==> src/rtl/dcache_pkg.sv <==
// Shared types and address-field width helpers for the direct-mapped write-through dcache.
package dcache_pkg;

  typedef enum logic [1:0] {
    IDLE   = 2'd0,
    REFILL = 2'd1,
    WRITE  = 2'd2
  } state_e;

  localparam int OFF_W = 2;

  function automatic int word_w(input int words);
    return $clog2(words);
  endfunction

  function automatic int set_w(input int sets);
    return $clog2(sets);
  endfunction

  function automatic int tag_w(input int width, input int sets, input int words);
    return width - OFF_W - $clog2(sets) - $clog2(words);
  endfunction

endpackage

==> src/rtl/dcache_array.sv <==
// Valid/tag/data storage for the dcache: asynchronous read, single-word synchronous write.
module dcache_array
  import dcache_pkg::*;
#(
  parameter int WIDTH = 32,
  parameter int SETS  = 16,
  parameter int WORDS = 4
) (
  input  logic                                   clk,
  input  logic                                   rst,
  input  logic [set_w(SETS)-1:0]                 i_set,
  input  logic [word_w(WORDS)-1:0]               i_rd_word,
  output logic                                   o_valid,
  output logic [tag_w(WIDTH, SETS, WORDS)-1:0]   o_tag,
  output logic [WIDTH-1:0]                       o_data,
  input  logic                                   i_data_we,
  input  logic [word_w(WORDS)-1:0]               i_wr_word,
  input  logic [WIDTH-1:0]                       i_wr_data,
  input  logic                                   i_fill_done,
  input  logic [tag_w(WIDTH, SETS, WORDS)-1:0]   i_fill_tag
);

  localparam int TB = tag_w(WIDTH, SETS, WORDS);

  logic [SETS-1:0]  r_valid;
  logic [TB-1:0]    r_tag  [SETS];
  logic [WIDTH-1:0] r_data [SETS][WORDS];

  assign o_valid = r_valid[i_set];
  assign o_tag   = r_tag[i_set];
  assign o_data  = r_data[i_set][i_rd_word];

  // Valid bits: cleared by reset, set once a line has been completely refilled
  always_ff @(posedge clk or negedge rst) begin
    if (!rst) begin
      r_valid <= '0;
    end else if (i_fill_done) begin
      r_valid[i_set] <= 1'b1;
    end
  end

  // Tag and data words need no reset; an invalid line is never observed as a hit
  always_ff @(posedge clk) begin
    if (i_fill_done) begin
      r_tag[i_set] <= i_fill_tag;
    end
    if (i_data_we) begin
      r_data[i_set][i_wr_word] <= i_wr_data;
    end
  end

endmodule

==> src/rtl/dcache.sv <==
// Direct-mapped, write-through, no-write-allocate data cache with a valid/ready backing port.
// Optional hit/miss counters are enabled by defining DCACHE_STATS_EN.
module dcache
  import dcache_pkg::*;
#(
  parameter int WIDTH = 32,
  parameter int SETS  = 16,
  parameter int WORDS = 4
) (
  input  logic             clk,
  input  logic             rst,
  input  logic             req_M,
  input  logic             memWrite_M,
  input  logic [WIDTH-1:0] ALUResult_M,
  input  logic [WIDTH-1:0] writeData_M,
  output logic [WIDTH-1:0] readData_M,
  output logic             stall_M,
  output logic             mem_req,
  output logic             mem_we,
  output logic [WIDTH-1:0] mem_addr,
  output logic [WIDTH-1:0] mem_wdata,
  input  logic             mem_ready,
  input  logic [WIDTH-1:0] mem_rdata
`ifdef DCACHE_STATS_EN
  ,
  output logic [31:0]      hit_count,
  output logic [31:0]      miss_count
`endif
);

  localparam int WB = word_w(WORDS);
  localparam int SB = set_w(SETS);
  localparam int TB = tag_w(WIDTH, SETS, WORDS);

  logic [WB-1:0]    w_word;
  logic [SB-1:0]    w_set;
  logic [TB-1:0]    w_tag;
  logic             w_unused;
  logic             w_line_valid;
  logic [TB-1:0]    w_line_tag;
  logic             w_hit;
  logic             w_data_we;
  logic [WB-1:0]    w_wr_word;
  logic [WIDTH-1:0] w_wr_data;
  logic             w_fill_done;

  state_e        r_state, w_next;
  logic [WB-1:0] r_cnt, w_cnt_next;

  assign w_word   = ALUResult_M[OFF_W +: WB];
  assign w_set    = ALUResult_M[OFF_W + WB +: SB];
  assign w_tag    = ALUResult_M[WIDTH-1 -: TB];
  assign w_unused = ^ALUResult_M[OFF_W-1:0];
  assign w_hit    = w_line_valid && (w_line_tag == w_tag);

  dcache_array #(.WIDTH(WIDTH), .SETS(SETS), .WORDS(WORDS)) u_array (
    .clk         (clk),
    .rst         (rst),
    .i_set       (w_set),
    .i_rd_word   (w_word),
    .o_valid     (w_line_valid),
    .o_tag       (w_line_tag),
    .o_data      (readData_M),
    .i_data_we   (w_data_we),
    .i_wr_word   (w_wr_word),
    .i_wr_data   (w_wr_data),
    .i_fill_done (w_fill_done),
    .i_fill_tag  (w_tag)
  );

  // State and refill word counter
  always_ff @(posedge clk or negedge rst) begin
    if (!rst) begin
      r_state <= IDLE;
      r_cnt   <= '0;
    end else begin
      r_state <= w_next;
      r_cnt   <= w_cnt_next;
    end
  end

  // Next-state, stall and array-write decode
  always_comb begin
    w_next      = r_state;
    w_cnt_next  = r_cnt;
    stall_M     = 1'b0;
    w_data_we   = 1'b0;
    w_wr_word   = w_word;
    w_wr_data   = writeData_M;
    w_fill_done = 1'b0;
    case (r_state)
      IDLE: begin
        if (req_M && memWrite_M) begin
          stall_M = 1'b1;
          w_next  = WRITE;
        end else if (req_M && !w_hit) begin
          stall_M    = 1'b1;
          w_next     = REFILL;
          w_cnt_next = '0;
        end else begin
          stall_M = 1'b0;
        end
      end
      REFILL: begin
        stall_M = 1'b1;
        if (mem_ready) begin
          w_data_we  = 1'b1;
          w_wr_word  = r_cnt;
          w_wr_data  = mem_rdata;
          w_cnt_next = r_cnt + WB'(1);
          if (r_cnt == WB'(WORDS - 1)) begin
            w_fill_done = 1'b1;
            w_next      = IDLE;
          end else begin
            w_next = REFILL;
          end
        end else begin
          w_next = REFILL;
        end
      end
      WRITE: begin
        // The store retires on the ready edge, so stall drops in the same cycle
        if (mem_ready) begin
          stall_M   = 1'b0;
          w_next    = IDLE;
          w_data_we = w_hit;
        end else begin
          stall_M = 1'b1;
        end
      end
      default: begin
        w_next = IDLE;
      end
    endcase
  end

  // Backing-port outputs decoded from the registered state; inputs are held while stalled
  always_comb begin
    mem_req   = 1'b0;
    mem_we    = 1'b0;
    mem_addr  = '0;
    mem_wdata = '0;
    case (r_state)
      REFILL: begin
        mem_req  = 1'b1;
        mem_addr = {w_tag, w_set, r_cnt, 2'b00};
      end
      WRITE: begin
        mem_req   = 1'b1;
        mem_we    = 1'b1;
        mem_addr  = {ALUResult_M[WIDTH-1:OFF_W], 2'b00};
        mem_wdata = writeData_M;
      end
      default: begin
        mem_req = 1'b0;
      end
    endcase
  end

`ifdef DCACHE_STATS_EN
  logic        w_hit_evt;
  logic        w_miss_evt;
  logic [31:0] r_hit_cnt;
  logic [31:0] r_miss_cnt;

  // Retired load hits and store hits, and refill starts plus store misses
  always_comb begin
    w_hit_evt  = ((r_state == IDLE) && req_M && !memWrite_M && w_hit) ||
                 ((r_state == WRITE) && mem_ready && w_hit);
    w_miss_evt = ((r_state == IDLE) && req_M && !memWrite_M && !w_hit) ||
                 ((r_state == WRITE) && mem_ready && !w_hit);
  end

  // Saturating statistics counters
  always_ff @(posedge clk or negedge rst) begin
    if (!rst) begin
      r_hit_cnt  <= 32'd0;
      r_miss_cnt <= 32'd0;
    end else begin
      if (w_hit_evt && (r_hit_cnt != 32'hFFFF_FFFF)) begin
        r_hit_cnt <= r_hit_cnt + 32'd1;
      end
      if (w_miss_evt && (r_miss_cnt != 32'hFFFF_FFFF)) begin
        r_miss_cnt <= r_miss_cnt + 32'd1;
      end
    end
  end

  assign hit_count  = r_hit_cnt;
  assign miss_count = r_miss_cnt;
`endif

endmodule
==> config.mk <==
export PLATFORM = sky130hd
export DESIGN_NAME = dcache
export DESIGN_NICKNAME = d
export VERILOG_FILES = /design/src/rtl/dcache_pkg.sv /design/src/rtl/dcache_array.sv /design/src/rtl/dcache.sv
export SDC_FILE = /design/constraint.sdc
export NUM_CORES = 2
export LEC_CHECK = 0
export CAP_MARGIN = 20
export CORE_UTILIZATION = 55
export CTS_BUF_LIST = sky130_fd_sc_hd__clkbuf_8
export DETAILED_ROUTE_END_ITERATION = 12
export DONT_BUFFER_PORTS = 1
export PLACE_DENSITY = 0.7
export SLEW_MARGIN = 5
export SYNTH_ARGS = -nofsm -noshare
export SYNTH_HDL_FRONTEND = slang
export SYNTH_HIERARCHICAL = 1
export SYNTH_SLANG_ARGS = --single-unit
==> constraint.sdc <==
create_clock -name clk -period 7.5 [get_ports clk]
set_input_delay 1.125 -clock clk [delete_from_list [all_inputs] [get_ports clk]]
set_output_delay 1.125 -clock clk [all_outputs]
set_load 0.03 [all_outputs]
==> run_results.csv <==
group,metric,value,unit
global_route,grt_usage,26.4,%
yosys,synth_seq_cells,2452,
clock_network,cts_tree,"done",
clock_network,clockRootBuffer,"clkbuf_8",
layout,area_growth,10.9,%
clock_network,cts.clk_slew.worst_paths,0.06,ns
routing,wl_per_cell,31.9,um
routing,vias_per_cell,6.46,
worst_setup_path,max_stage_delay,1.01,ns
layout,final_nets,4680,
sta,final.setup_skew,0.104,ns
yosys,ys_seq_area_share,77.5,%
power_and_ir_drop,power_density,268,nW/um^2
clock_network,cts_setup_buffers,0,
routing,firstDrtPassIters,6,
power_and_ir_drop,power_leakage,33.7,nW
hold_path,min_to,"u_array/r_tag[7][11]$_DFFE_PP_",
global_route,antenna_found_initial,6,
yosys,synth_cell_types,55,
clock_network,clock_path_buffers,4,
clock_network,cts_made_buffers,388,
routing,via_count,46263,
worst_setup_path,timing.rr.end,"u_array/r_data[3][127]$_DFFE_PP_",
worst_setup_path,cpMaxStageDelayCell,"a221oi_1",
place,hpwl,120,mm
floorplan,ios,200,
clock_network,postCtsHoldBufs,1,
yosys,ys.warnings.count,6,
yosys,synth_edf_count,2432,
yosys,synth.avg_cell_area,22.2,sq um
power_and_ir_drop,vdd_drop_max,0.190,mV
place,finalWeightedCongestion,0.799,
yosys,async_reset_ff_share,0.816,%
sta,period_share,88.6,%
sta,max_freq,150,MHz
clock_network,clock_sinks,2452,
layout,fin_util,61.4,%
routing,drtAntennaViolNets,0,
routing,drt_iter0_drc,5563,
worst_setup_path,crit_chain,"buf_16 > buf_16 > mux4_2 > mux4_2 > xnor2_1 > nand4_1 > nor2_1 > and3_1 > a221oi_1",
routing,routed_wl,229,mm
worst_setup_path,cp-end-kind,"output pin",
hold_path,worstHoldPathCells,0,
sta,setup_violations,0,
sta,max_slew_margin,23.9,%
floorplan,fp.dieArea,174000,sq um
layout,fill_cells,11553,
sta,finalSetupTns,0,ns
worst_setup_path,r2r-start,"u_array/r_tag[12][17]$_DFFE_PP_",
worst_setup_path,cp.arrival,5.52,ns
layout,drive_gt1_share,26.9,%
floorplan,core,171000,sq um
yosys,ys.flop_type,"edfxtp_1",
hold_path,min_from,"ALUResult_M[19]",
worst_setup_path,critPathLaunchType,"input pin",
global_route,grt_first_pass_wirelength,327,mm
worst_setup_path,r2r_cells,10,
sta,worstMarginPinSlew,1.14,ns
run_status,status,"completed",
place,io_buffers,0,
power_and_ir_drop,p_total,28.2,mW
sta,rsz0062_at_grt,"false",
worst_setup_path,crit_type,"in -> out",
floorplan,die_x,417,um
sta,fin_crit,6.65,ns
sta,hold_viol_final,0,
flow_run,maxCapViolations,0,
global_route,grt_max_degree,749,
clock_network,cts_resized,0,
worst_setup_path,rrSetupSlack,2.35,ns
global_route,grt-ovfl-total,0,
clock_network,htree_levels,5,
yosys,synth_cells,4273,
floorplan,initial_core_util,55.4,%
worst_setup_path,cp_max_fo,145,
floorplan,fp-row-count,152,
hold_path,hp-class,"in -> reg",
worst_setup_path,cp.required,6.38,ns
sta,maxSlewViolCount,0,
global_route,grt_pass1_vias,46439,
floorplan,die_y,417,um
routing,remaining_drc_errors,0,
clock_network,clk_latency,1.07,ns
yosys,syn_area,94900,sq um
## worst max-delay path: cells and delay by family
family,cells,cell delay (ns)
buf+inv,2,1.07
compound gates,1,1.01
mux,2,0.91
simple gates,3,0.61
xor+xnor,1,0.19
## cell type report
cell class	count	area [sq um]	area share [%]
tap	2310	2890	2.75
clock inverter	270	1190	1.14
sequential	2452	73500	69.9
multi-input combinational	1562	20600	19.6
clock buffer	397	5460	5.19
inverter	5	18.8	0.0178
timing repair buffer	165	1550	1.47
antenna	5	12.5	0.0119
## per-layer routing
layer  global-route usage (%)  wire, um  share of wire, %
met1                     37.2     89700                39
met2                     42.6    112000                49
met3                     4.27     19600               8.6
met4                     8.53      6720               2.9
met5                        0         0                 0
## Yosys cell counts, types with 30 or more instances
master	instances	area, sq um
edfxtp_1	2432	73000
mux4_2	509	11500
mux2i_1	287	2870
a21oi_1	92	460
clkbuf_1	88	330
o221ai_1	88	771
nor2_1	87	327
buf_2	85	425
and2_1	66	413
buf_4	49	368
o22ai_1	41	257
a22o_1	36	315
a22oi_1	33	248
mux2_2	33	372
mux2_1	30	338
## metrics by stage
step           setup slack, ns  area, sq um  hold slack [ns]  std cells
2_1_floorplan             1.06        94900            0.434       4274
3_3_place_gp             0.975        98200            0.447       6479
3_5_place_dp              1.02        98200            0.453       6480
4_1_cts                   1.84       105000           0.0490       7148
5_1_grt                  0.706       105000           0.0749       7163
6_report                 0.853       105000            0.143       7166
## logic make-up (layout without fill, tap and decap cells)
| logic type | Yosys count | count (layout) | synth area share [%] |
|---|---|---|---|
| adder cells (fa/ha/maj) | 5 | 5 | 0.0660 |
| AO/OA/AOI/OAI | 438 | 438 | 3.57 |
| other | 1 | 7 | 0.00395 |
| flip-flops | 2452 | 2452 | 77.5 |
| AND/OR/NAND/NOR | 233 | 233 | 1.27 |
| multiplexers | 859 | 859 | 15.9 |
| buffers and inverters | 260 | 837 | 1.49 |
| XOR/XNOR | 25 | 25 | 0.231 |
## power by group
group | switching [mW] | internal [mW]
combinational | 1.79 | 0.643
sequential | 0.0296 | 15.7
clock | 5.01 | 4.99
total | 6.83 | 21.4
## layout by cell type, fill, tap and decap left out, drive strengths merged, types with 36 or more instances in the layout
cell type and n:
edfxtp 2432, mux4 509, clkbuf 397, mux2i 287, buf 163, clkinv 135
inv 134, a21oi 92, o221ai 88, nor2 87, and2 66, mux2 63
o22ai 41, a22o 36
## flip-flops by register name, indices dropped and copies added (netlist names)
register and cells:
u_array/r_data 2048, u_array/r_tag 384, u_array/r_valid 16, r_cnt 2, r_state 2
## how the worst max path moves through the flow
| stage | from | endpoint | slack (ns) | cells past startpoint |
|---|---|---|---|---|
| 2_1_floorplan | ALUResult_M[4] | u_array/r_data[3][100]$_DFFE_PP_ | 1.06 | 16 |
| 3_3_place_gp | ALUResult_M[4] | u_array/r_data[5][122]$_DFFE_PP_ | 0.98 | 10 |
| 3_5_place_dp | ALUResult_M[4] | u_array/r_data[5][119]$_DFFE_PP_ | 1.02 | 10 |
| 4_1_cts | ALUResult_M[4] | readData_M[1] | 1.84 | 6 |
| 5_1_grt | ALUResult_M[4] | stall_M | 0.71 | 8 |
| 6_report | ALUResult_M[5] | stall_M | 0.85 | 9 |
No activity file was read; power rests on OpenSTA's default activity.
